===== config.mk =====
export PLATFORM = sky130hd
export DESIGN_NAME = riscv_mem_arbiter
export DESIGN_NICKNAME = d
export VERILOG_FILES = /design/src/rtl/riscv_mem_arbiter.sv
export SDC_FILE = /design/constraint.sdc
export NUM_CORES = 1
export LEC_CHECK = 0
export ABC_AREA = 1
export BUFFER_PORTS_ARGS = -buffer_cell sky130_fd_sc_hd__buf_2
export CAP_MARGIN = 5
export CORE_AREA = 2 2 98 100
export DETAILED_ROUTE_END_ITERATION = 8
export DIE_AREA = 0 0 100 102
export GPL_TIMING_DRIVEN = 0
export PLACE_DENSITY = 0.49
export SETUP_SLACK_MARGIN = 0.2
export SYNTH_ARGS = -nofsm -noshare
export SYNTH_HDL_FRONTEND = slang
export SYNTH_SLANG_ARGS = --single-unit

===== constraint.sdc =====
create_clock -name i_clk -period 3 [get_ports i_clk]
set_clock_uncertainty 0.2 [all_clocks]
set_input_delay 0.3 -clock i_clk [delete_from_list [all_inputs] [get_ports i_clk]]
set_output_delay 0.3 -clock i_clk [all_outputs]
set_load 0.02 [all_outputs]

===== src/rtl/riscv_mem_arbiter.sv =====
// rtl/riscv_mem_arbiter.sv - fetch/data arbiter for a single-port synchronous-read unified memory
module riscv_mem_arbiter #(
   parameter int XLEN          = 32,
   parameter int MEM_ADDR_BIT  = 12,
   parameter int MAX_DM_STREAK = 4
) (
   input  logic                    i_clk,
   input  logic                    i_rstn,
   input  logic                    i_arb_if_req,
   input  logic [XLEN-1:0]         i_arb_if_addr,
   input  logic                    i_arb_if_kill,
   output logic                    o_arb_if_gnt,
   output logic                    o_arb_if_rvalid,
   output logic [XLEN-1:0]         o_arb_if_rdata,
   input  logic                    i_arb_dm_req,
   input  logic                    i_arb_dm_we,
   input  logic [XLEN-1:0]         i_arb_dm_addr,
   input  logic [3:0]              i_arb_dm_byte_sel,
   input  logic [XLEN-1:0]         i_arb_dm_wdata,
   output logic                    o_arb_dm_gnt,
   output logic                    o_arb_dm_rvalid,
   output logic [XLEN-1:0]         o_arb_dm_rdata,
   output logic                    o_arb_mem_en,
   output logic                    o_arb_mem_we,
   output logic [MEM_ADDR_BIT-3:0] o_arb_mem_addr,
   output logic [3:0]              o_arb_mem_byte_sel,
   output logic [XLEN-1:0]         o_arb_mem_wdata,
   input  logic [XLEN-1:0]         i_arb_mem_rdata
);

   typedef enum logic [1:0] {
      OWN_NONE = 2'd0,
      OWN_IF   = 2'd1,
      OWN_DM   = 2'd2
   } owner_e;

   localparam logic [3:0] STREAK_MAX = 4'(MAX_DM_STREAK);

   owner_e     owner_q, owner_d;
   logic [3:0] streak_q, streak_d;
   logic       if_gnt, dm_gnt;

   always_ff @(posedge i_clk or negedge i_rstn) begin
      if (!i_rstn) begin
         owner_q  <= OWN_NONE;
         streak_q <= '0;
      end else begin
         owner_q  <= owner_d;
         streak_q <= streak_d;
      end
   end

   // Data wins unless fetch has already lost STREAK_MAX conflicting cycles in a row.
   always_comb begin
      if_gnt   = 1'b0;
      dm_gnt   = 1'b0;
      owner_d  = OWN_NONE;
      streak_d = '0;
      if (i_arb_dm_req && !(i_arb_if_req && streak_q == STREAK_MAX)) begin
         dm_gnt = 1'b1;
      end else if (i_arb_if_req) begin
         if_gnt = 1'b1;
      end
      if (if_gnt) begin
         owner_d = OWN_IF;
      end else if (dm_gnt && !i_arb_dm_we) begin
         owner_d = OWN_DM;
      end
      if (dm_gnt && i_arb_if_req) begin
         streak_d = (streak_q == STREAK_MAX) ? streak_q : streak_q + 4'd1;
      end
   end

   assign o_arb_if_gnt       = if_gnt;
   assign o_arb_dm_gnt       = dm_gnt;
   assign o_arb_mem_en       = if_gnt | dm_gnt;
   assign o_arb_mem_we       = dm_gnt & i_arb_dm_we;
   assign o_arb_mem_addr     = if_gnt ? i_arb_if_addr[MEM_ADDR_BIT-1:2]
                                      : i_arb_dm_addr[MEM_ADDR_BIT-1:2];
   assign o_arb_mem_byte_sel = o_arb_mem_we ? i_arb_dm_byte_sel : 4'hF;
   assign o_arb_mem_wdata    = i_arb_dm_wdata;

   // A killed fetch response is simply dropped; the owner register still retires it.
   assign o_arb_if_rvalid    = (owner_q == OWN_IF) & ~i_arb_if_kill;
   assign o_arb_dm_rvalid    = (owner_q == OWN_DM);
   assign o_arb_if_rdata     = i_arb_mem_rdata;
   assign o_arb_dm_rdata     = i_arb_mem_rdata;

   logic unused_addr_bits;
   assign unused_addr_bits = &{1'b0, i_arb_if_addr[XLEN-1:MEM_ADDR_BIT], i_arb_if_addr[1:0],
                               i_arb_dm_addr[XLEN-1:MEM_ADDR_BIT], i_arb_dm_addr[1:0]};

endmodule


Yosys cells after proc, flatten, opt, wreduce, memory -nomap -nowiden
Cells that the tools add are included.
W data, S select, Z words.
Word-level totals
  flip-flop bits (word level): 6
  bits of input ports: 138
Operators by class
  add/subtract/negate cells: 1
  equality and inequality tests: 4
  multiplexer cells: 9
  bitwise operators: 4
  reductions and logical operators: 6
Operators with widths (count)
  $mux W4: 3
  $mux W10: 1
  $add A4 B1 Y4 const B: 1
  $eq A4 B3 Y1 const B: 1
  $logic_and A1 B1 Y1: 4
  $mux W2: 2
  $mux W1: 3
  $and A1 B1 Y1: 2
  $eq A2 B1 Y1 const B: 1
  $eq A2 B2 Y1 const B: 1
  $logic_not A1 Y1: 2
  $ne A2 B2 Y1 const B: 1
  $not A1 Y1: 1
  $or A1 B1 Y1: 1

Depth between registers and ports, before layout
Gate-level depths: netlist of run 1.
  word-level depth: 8
  mapped depth: 10
  depth with buffers taken out: 9

Worst setup path after synthesis of run 1
Ideal clock, no wire load.
  kind: reg2out
  start: reg streak_q[0]
  end: out o_arb_mem_byte_sel[0]
  arrival: 1.488 ns
  slack: 1.012 ns
  cell stages (with the launch flop): 9
  path buffers: 0
  cells stage by stage: dfrtp_1 inv_1 ha_1 nand2_1 inv_1 nand2_2 nand2_4 nor2_1 nand2_1
On the way
  word-level cells in the longest chain between the ends: 7
RTL lines
  start: declaration: line 40  | logic [3:0] streak_q, streak_d;
  start signal: assignment: line 49  | streak_q <= streak_d;
  $eq A4 B3 Y1: line 59  | if (i_arb_dm_req && !(i_arb_if_req && streak_q == STREAK_MAX)) begin
  $logic_and A1 B1 Y1: line 59
  $logic_not A1 Y1: line 59
  $logic_and A1 B1 Y1: line 59
  $mux W1: line 59
  $and A1 B1 Y1: line 77  | assign o_arb_mem_we = dm_gnt & i_arb_dm_we;
  net o_arb_mem_we: line 24  | output logic o_arb_mem_we,
  $mux W4: line 80  | assign o_arb_mem_byte_sel = o_arb_mem_we ? i_arb_dm_byte_sel : 4'hF;
  end: declaration: line 26  | output logic [3:0] o_arb_mem_byte_sel,
The timed path passes the listed nets, and every way through them passes these cells.

Final worst setup path of run 1
  start: reg streak_q[0]
  end: out o_arb_mem_byte_sel[3]
On the way
  word-level cells in the longest chain between the ends: 7
RTL lines (line)
  $eq A4 B3 Y1: 59
  $logic_and A1 B1 Y1: 59
  $logic_not A1 Y1: 59
  $logic_and A1 B1 Y1: 59
  $mux W1: 59
  $and A1 B1 Y1: 77
  $mux W4: 80
Every way passes these cells.

==> results of run 1 <==
-- flip-flops by register name, summed over array words and instances (netlist names) --
name / flops
streak_q: 4
owner_q: 2
-- final timing paths --
| kind | cells after the start | slack, ps | start | to |
|---|---|---|---|---|
| min in group asynchronous | 2 | 240 | i_rstn | streak_q[3] |
| setup reg to reg | 9 | 1540 | streak_q[0] | owner_q[0] |
| hold reg to reg | 1 | 290 | streak_q[0] | streak_q[0] |
| max in group asynchronous | 2 | 2200 | i_rstn | owner_q[1] |
| setup / recovery | 9 | 880 | streak_q[0] | o_arb_mem_byte_sel[3] |
| hold / removal | 2 | 70 | i_arb_dm_we | owner_q[1] |
-- cells by family (layout without fill, tap and decap cells) --
logic type	count (synthesis)	count (layout)	share of synthesized area
xor+xnor	2	2	0.0145
flops	6	6	0.124
buf+inv	112	261	0.657
fa+ha+maj	2	2	0.0207
simple gates	51	51	0.183
-- synth_stat cells --
master / instances / share of area
xor2_1: 1 / 0.0073
nand3_1: 12 / 0.050
inv_1: 13 / 0.040
nand2_4: 1 / 0.0093
nand2_1: 26 / 0.081
nand2_2: 2 / 0.010
or2_2: 1 / 0.0052
nor2_1: 9 / 0.028
buf_2: 1 / 0.0041
xnor2_1: 1 / 0.0073
buf_4: 97 / 0.60
buf_6: 1 / 0.0093
dfrtp_1: 6 / 0.12
ha_1: 2 / 0.021
-- cell type report --
| cell class | count | share of cell area |
|---|---|---|
| Clock buffer | 3 | 0.0194 |
| Multi-Input combinational cell | 55 | 0.124 |
| Tap cell | 111 | 0.0654 |
| Sequential cell | 6 | 0.0707 |
| Buffer | 99 | 0.351 |
| Inverter | 13 | 0.0230 |
| Timing Repair Buffer | 146 | 0.346 |
-- through the flow --
stage / worst slack (ps) / total power (uW) / hold slack, ps / cells
2_1_floorplan: 1010 / 326 / -196 / 173
3_3_place_gp: 1060 / 431 / -65.9 / 429
3_5_place_dp: 1030 / 433 / -60.0 / 429
4_1_cts: 800 / 556 / 61.4 / 433
5_1_grt: 645 / 584 / 63.8 / 433
6_report: 875 / 548 / 68.5 / 433
-- repair_timing --
item | in CTS | in global routing
setup buffers | 0 | 0
hold buffers | 1 | 0
hold endpoints to repair | 6 | 0
-- layer usage --
layer  up-vias  share of wire  GRT usage
met4         0         0.0069     0.0190
met3         2           0.11    0.00958
met5         -              0          0
met2       123           0.55      0.133
li1        719              -          -
met1       597           0.34     0.0671
-- where the power goes --
group          internal (uW)  switching, uW  total [uW]
clock                   86.1           33.8         120
combinational            161            182         343
sequential              84.1           1.74        85.8
==> metrics.csv, run 1 <==
metric;value;unit
outcome;complete, no violations;
critical_path.cell_chain;inv_1, ha_1, nand2_1, inv_1, nand2_2, nand2_4, nor2_1, nand2_1, buf_2;
rsz0062_at_grt;no;
post-route-drc-count;0;
ir_worst_vdd;0.000128;V
setup_viol;0;
clkSinkCount;6;
rows;35;
path_buf_inv;3;
synth.cell_area;1210;sq um
gp_congestion;0.777;
cpMaxStageDelayCell;dfrtp_1;
ys_seq_elements;6;
power_density;258;nW/um^2
cts_buffers;3;
cp_top_family;simple AND/OR/NAND/NOR gates;
cts_tree;yes;
fp.dieArea;10200;sq um
syn_nets;313;
core;9110;sq um
syn2layout_area_growth;75.9;%
dr.pass1.iters;4;
drt.antenna.violating_nets;0;
fin_area;2120;sq um
hpwl;3.80;mm
cts.htree.levels;1;
ys_warn_count;0;
antenna_found_initial;0;
initial_core_util;0.133;
clk_latency;220;ps
vias;1441;
die_x;100;microns
layout-drive-gt1-share;0.780;
p_leak;0.00136;uW
diodes;0;
hold_path.class;in -> reg;
seq_area;150;sq um
clock-root-buffer;clkbuf_8;
fin_crit;2120;ps
nNetsFinal;464;
crit_required;2500;ps
initialDrtViolationCount;7;
ys_types;14;
cts_buffer_depth;2;
worstSetupEndpointType;primary output;
syn_inst;173;
cts_resized;0;
mostFrequentLayoutCells;146 x buf_2, 97 x buf_4, 26 x nand2_1, 13 x inv_1, 12 x nand3_1;
max_cap_viol_count;0;
grt-ovfl-total;0;
yosysSeqAreaShare;0.124;
fmax;0.471;GHz
vias_per_cell;3.33;
arrival;1620;ps
report.final.hold_viol_count;0;
tns;0;ps
nFillCells;1020;
grt_pass1_wl;5.09;mm
fin_crit_sh;0.708;
critPathMaxStageDelay;380;ps
port_buffers;145;
worstSetupStartpointType;flip-flop;
worstPathMaxFanout;5;
multiInputGateArea;264;sq um
synth_area_per_cell;6.98;sq um
gr-usage-all-layers;0.0647;
wirelength;4.19;mm
postLayoutCoreUtil;0.233;
grt_pass1_vias;1126;
io_pins;254;
grt_max_degree;11;
clk_pin_slew;30;ps
worstSetupPathType;reg -> out;
die_h;102;microns
final_common_cell;buf_2;
slew_headroom;0.776;
placed_area;2070;sq um
routedWlPerCell;9.68;microns
maxSlewViolCount;0;
worst_pin_slew;334;ps
Note: power is estimated with default switching activity, not from simulation.
==> run 2, diff against run 1 <==
--- a/config.mk
+++ b/config.mk
@@ -8,11 +8,11 @@
 export ABC_AREA = 1
 export BUFFER_PORTS_ARGS = -buffer_cell sky130_fd_sc_hd__buf_2
 export CAP_MARGIN = 5
-export CORE_AREA = 2 2 98 100
+export CORE_AREA = 2 2 97 99
 export DETAILED_ROUTE_END_ITERATION = 8
-export DIE_AREA = 0 0 100 102
+export DIE_AREA = 0 0 99 101
 export GPL_TIMING_DRIVEN = 0
-export PLACE_DENSITY = 0.49
+export PLACE_DENSITY = 0.51
 export SETUP_SLACK_MARGIN = 0.2
 export SYNTH_ARGS = -nofsm -noshare
 export SYNTH_HDL_FRONTEND = slang
==> constraint.sdc (replaced) <==
create_clock -name i_clk -period 1.9 [get_ports i_clk]
set_clock_uncertainty 0.2 [all_clocks]
set_input_delay 0.19 -clock i_clk [delete_from_list [all_inputs] [get_ports i_clk]]
set_output_delay 0.19 -clock i_clk [all_outputs]
set_load 0.02 [all_outputs]
==> metrics.csv, run 2 (synthesis results as in run 1) <==
metric;value;unit
routedWlPerCell;9.50;microns
p_seq_frac;0.146;
violations;setup timing;
whs;127;ps
grt_pass1_wl;5.64;mm
slew_headroom;0.856;
nNetsFinal;470;
initial_core_util;0.134;
setup_viol;10;
wirelength;4.17;mm
crit_required;1510;ps
vias;1466;
clk_pin_slew;40;ps
fin_area;2340;sq um
largest-register;streak_q;
cts_buffer_depth;2;
arrival;1600;ps
largest_reg_flops;4;
fin_crit_sh;1.05;
worstSetupPathType;reg -> out;
setup_ws;-87.6;ps
drt.antenna.violating_nets;0;
cts.htree.levels;1;
p_comb_frac;0.651;
p_sw;362;uW
vias_per_cell;3.34;
report.final.hold_viol_count;0;
grt_pass1_vias;1280;
die_x;99;microns
power_density;395;nW/um^2
outcome;finished with violations;
reg_top3;streak_q (4), owner_q (2);
die_h;101;microns
mostFrequentLayoutCells;130 x buf_2, 102 x buf_4, 17 x buf_6, 15 x nand2_2, 12 x nand3_1;
io_pins;254;
grtUsageMet1;0.0686;
syn2layout_area_growth;94.1;%
maxSlewViolCount;0;
port_buffers;145;
rows;35;
p_sw_frac;0.391;
max_cap_viol_count;0;
gr-usage-all-layers;0.0687;
cts_tree;yes;
worstPathMaxFanout;5;
fin_crit;1990;ps
dr.pass1.iters;4;
p_clk_frac;0.204;
hpwl;3.60;mm
grt-ovfl-total;0;
post-route-drc-count;0;
antenna_found_initial;0;
clock-root-buffer;clkbuf_8;
clkSinkCount;6;
gp_congestion;0.757;
dp_slack;99.4;ps
use_met2;0.146;
worstSetupEndpointType;primary output;
p_int;564;uW
diodes;0;
cts_buffers;3;
ir_worst_vdd;0.000178;V
grt_use_met3;0.0160;
rsz0062_at_grt;yes;
fp.dieArea;10000;sq um
placed_area;2080;sq um
final_common_cell;buf_2;
initialDrtViolationCount;2;
clk_latency;220;ps
p_leak;0.00143;uW
hold_path.class;in -> async;
core;8980;sq um
nFillCells;991;
worstSetupStartpointType;flip-flop;
gr-max-usage-layer;met2;
layout-drive-gt1-share;0.845;
worst_pin_slew;216;ps
fmax;0.503;GHz
grt_max_degree;11;
## run 2: changes by cell type in the layout (fill, tap and decap cells not counted), sizes merged
cell	delta
dlygate4sd3	+1
buf	+5
## run 2: worst max-delay path, cell delays in order (launching register included)
cell and delay [ps]:
dfrtp_1 390, inv_1 70, ha_2 160, nand2_2 50, inv_2 50, nand2_2 60, nand2_4 120, nand2_4 70
buf_6 140, nand2_2 70, nand2_2 50, buf_6 130
## run 2: what timing repair did
item / CTS / global route
endpoints found under the setup margin: 17 / 17
cloned: 1 / 1
hold buffers: 2 / 0
pin swaps: 4 / 6
gates resized for setup: 33 / 25
hold endpoints to repair: 7 / 0
buffers inserted: 3 / 0
## run 2: layout make-up
| class | instances | area, sq um | area share |
|---|---|---|---|
| repair buffers | 152 | 880 | 0.375 |
| plain buffers | 99 | 748 | 0.319 |
| multi-input cells | 55 | 337 | 0.144 |
| flip-flops and latches | 6 | 150 | 0.0641 |
| well taps | 111 | 139 | 0.0593 |
| inverters | 13 | 48.8 | 0.0208 |
| clock buffers | 3 | 41.3 | 0.0176 |
## run 2: final timing paths
path / start / end / slack (ps) / cells past startpoint
max in group asynchronous: i_rstn / streak_q[0] / 1230 / 2
worst min-delay path: i_rstn / streak_q[3] / 130 / 2
min in group i_clk: i_arb_dm_req / streak_q[0] / 160 / 3
worst max register to register: streak_q[1] / owner_q[1] / 400 / 9
worst max-delay path: streak_q[1] / o_arb_mem_addr[5] / -90 / 11
worst min register to register: streak_q[0] / streak_q[0] / 340 / 2
## run 2: per-layer routing
layer	vias up	routed length [microns]
met5	-	0
met4	0	0
met3	0	465
met2	113	2380
met1	622	1330
li1	731	-
## run 2: power groups by stage
stage                     logic (uW)  clock network, uW  registers, uW
after floorplan                  380                  0            137
after global placement           544                  0            137
after detailed placement         545                  0            137
after CTS                        587                192            135
after global routing             642                201            136
final                            603                189            135
## run 2: stage by stage
step / setup TNS (ps) / util / total power (uW) / std cells
2_1_floorplan: 0 / - / 516 / 173
3_3_place_gp: 0 / 0.232 / 681 / 429
3_5_place_dp: 0 / 0.232 / 682 / 429
4_1_cts: -602 / 0.253 / 914 / 438
5_1_grt: -2020 / 0.261 / 979 / 439
6_report: -626 / 0.261 / 926 / 439
==> run 3, diff against run 2 <==
--- a/config.mk
+++ b/config.mk
@@ -8,11 +8,14 @@
 export ABC_AREA = 1
 export BUFFER_PORTS_ARGS = -buffer_cell sky130_fd_sc_hd__buf_2
 export CAP_MARGIN = 5
-export CORE_AREA = 2 2 97 99
+export CELL_PAD_IN_SITES_DETAIL_PLACEMENT = 1
+export CELL_PAD_IN_SITES_GLOBAL_PLACEMENT = 2
+export CORE_ASPECT_RATIO = 2
+export CORE_MARGIN = 1.5
+export CORE_UTILIZATION = 10
 export DETAILED_ROUTE_END_ITERATION = 8
-export DIE_AREA = 0 0 99 101
 export GPL_TIMING_DRIVEN = 0
-export PLACE_DENSITY = 0.51
+export PLACE_DENSITY = 0.94
 export SETUP_SLACK_MARGIN = 0.2
 export SYNTH_ARGS = -nofsm -noshare
 export SYNTH_HDL_FRONTEND = slang
==> metrics.csv, run 3 (synthesis results as in run 1) <==
metric;value;unit
rr_worst_depth;10;
slew_headroom;0.827;
largest-register;streak_q;
dr.pass1.iters;2;
setup_viol;15;
power_density;437;nW/um^2
grt_pass1_vias;1610;
grt-ovfl-total;0;
cts_buffer_depth;2;
drt.antenna.violating_nets;0;
mostFrequentLayoutCells;129 x buf_2, 103 x buf_4, 15 x buf_6, 13 x nand2_4;
gp_congestion;0.842;
initial_core_util;0.103;
placed_area;2120;sq um
io_pins;254;
critPathMaxStageDelay;370;ps
gr-usage-all-layers;0.0799;
fp.dieArea;12800;sq um
fmax;0.497;GHz
p_int;719;uW
rows;56;
grt_pass1_wl;7.27;mm
p_seq_frac;0.120;
dp_cells;463;
fin_crit_sh;1.06;
wirelength;5.68;mm
p_sw_frac;0.359;
antenna_found_initial;2;
die_x;80.7;microns
r2r_slack;340;ps
hold_path.class;in -> async;
clk_latency;230;ps
grt_max_degree;11;
largest_reg_flops;4;
worst_pin_slew;260;ps
post-route-drc-count;0;
ir_worst_vdd;0.000340;V
p_sw;403;uW
die_h;158;microns
clkSinkCount;6;
cts_buffers;3;
layout-drive-gt1-share;0.867;
vias;1634;
final_common_cell;buf_2;
reg_top3;streak_q (4), owner_q (2);
report.final.hold_viol_count;0;
initialDrtViolationCount;7;
fin_area;2570;sq um
r2r-end;owner_q[0];
critical_path.cell_chain;inv_1, ha_2, nand2_1, inv_1, nand2_2, nand2_4, buf_8, nand3_1, nand2_4, buf_6;
worstSetupEndpointType;primary output;
layoutNonFillerInstCount;476;
hpwl;4.84;mm
violations;setup timing;
clk_pin_slew;30;ps
p_leak;0.00150;uW
p_clk_frac;0.298;
maxSlewViolCount;0;
p_comb_frac;0.582;
rsz0062_at_grt;yes;
cts.htree.levels;1;
arrival;1620;ps
clock-root-buffer;clkbuf_16;
vias_per_cell;3.43;
worstSetupStartpointType;flip-flop;
cpMaxStageDelayCell;dfrtp_1;
core;11800;sq um
cts_tree;yes;
max_cap_viol_count;0;
syn2layout_area_growth;113;%
routedWlPerCell;11.9;microns
nNetsFinal;472;
setup_ws;-113;ps
crit_required;1510;ps
worstPathMaxFanout;10;
timing.rr.start;streak_q[1];
postLayoutCoreUtil;0.218;
outcome;finished with violations;
fin_crit;2010;ps
worstSetupPathType;reg -> out;
port_buffers;145;
run 3: changes by cell type in the layout (fill, tap and decap cells not counted), moves of 2 or more:
cell       before  now
buf_6          17   15
buf_8           0    2
clkbuf_16       0    3
clkbuf_8        3    0
nand2_1         9    4
nand2_2        15   11
nand2_4         5   13
nand3_1        12   10
nand3_2         0    2
run 3: critical path, delay by kind of cell (launching register included):
family	cells	cell delay [ps]
buf+inv	4	390
simple gates	5	470
fa+ha+maj	1	150
flops	1	370
run 3: per-stage QoR:
step | power, uW | hold slack (ps) | setup TNS (ps) | worst slack [ps]
2_1_floorplan | 516 | -306 | 0 | 305
4_1_cts | 1120 | 131 | -1550 | -128
3_3_place_gp | 690 | -184 | 0 | 48.5
5_1_grt | 1170 | 158 | -2740 | -201
3_5_place_dp | 696 | -184 | 0 | 25.1
6_report | 1120 | 129 | -1190 | -113
run 3: cell type report:
| class | count | area, sq um |
|---|---|---|
| tap | 145 | 181 |
| clock buffer | 3 | 75.1 |
| buffer | 99 | 761 |
| inverter | 13 | 61.3 |
| antenna | 1 | 2.50 |
| fill | 1457 | 9200 |
| timing repair buffer | 154 | 925 |
| sequential | 6 | 150 |
| multi-input combinational | 55 | 413 |
run 3: worst max path at each step:
stage / slack [ps] / end / cells past startpoint / from
after floorplan: 300 / o_arb_mem_addr[0] / 10 / streak_q[0]
after global placement: 50 / o_arb_mem_addr[7] / 11 / streak_q[0]
after detailed placement: 30 / o_arb_mem_addr[7] / 11 / streak_q[0]
after CTS: -130 / o_arb_mem_byte_sel[3] / 10 / streak_q[1]
after global routing: -200 / o_arb_mem_addr[7] / 11 / streak_q[0]
final: -110 / o_arb_mem_addr[7] / 10 / streak_q[0]
run 3: power groups by stage:
stage               logic (uW)  clock network [uW]  registers, uW
floorplan                  380                   0            137
global placement           553                   0            137
detailed placement         559                   0            137
CTS                        647                 339            135
global route               694                 344            135
finish                     653                 334            135
run 3: what timing repair did:
action                     4_1_cts  5_1_grt
cloned                           1        0
pin swaps                       10        7
gates resized for setup         67       17
hold buffers                     2        0
hold endpoints to repair         7        0
setup buffers                    6        0
setup endpoints to repair       17       17
run 3: layer usage:
layer / global-route usage / wire, microns
met5: 0 / 13
met4: 0.0123 / 20
met3: 0.0235 / 991
met2: 0.198 / 3380
met1: 0.0466 / 1270
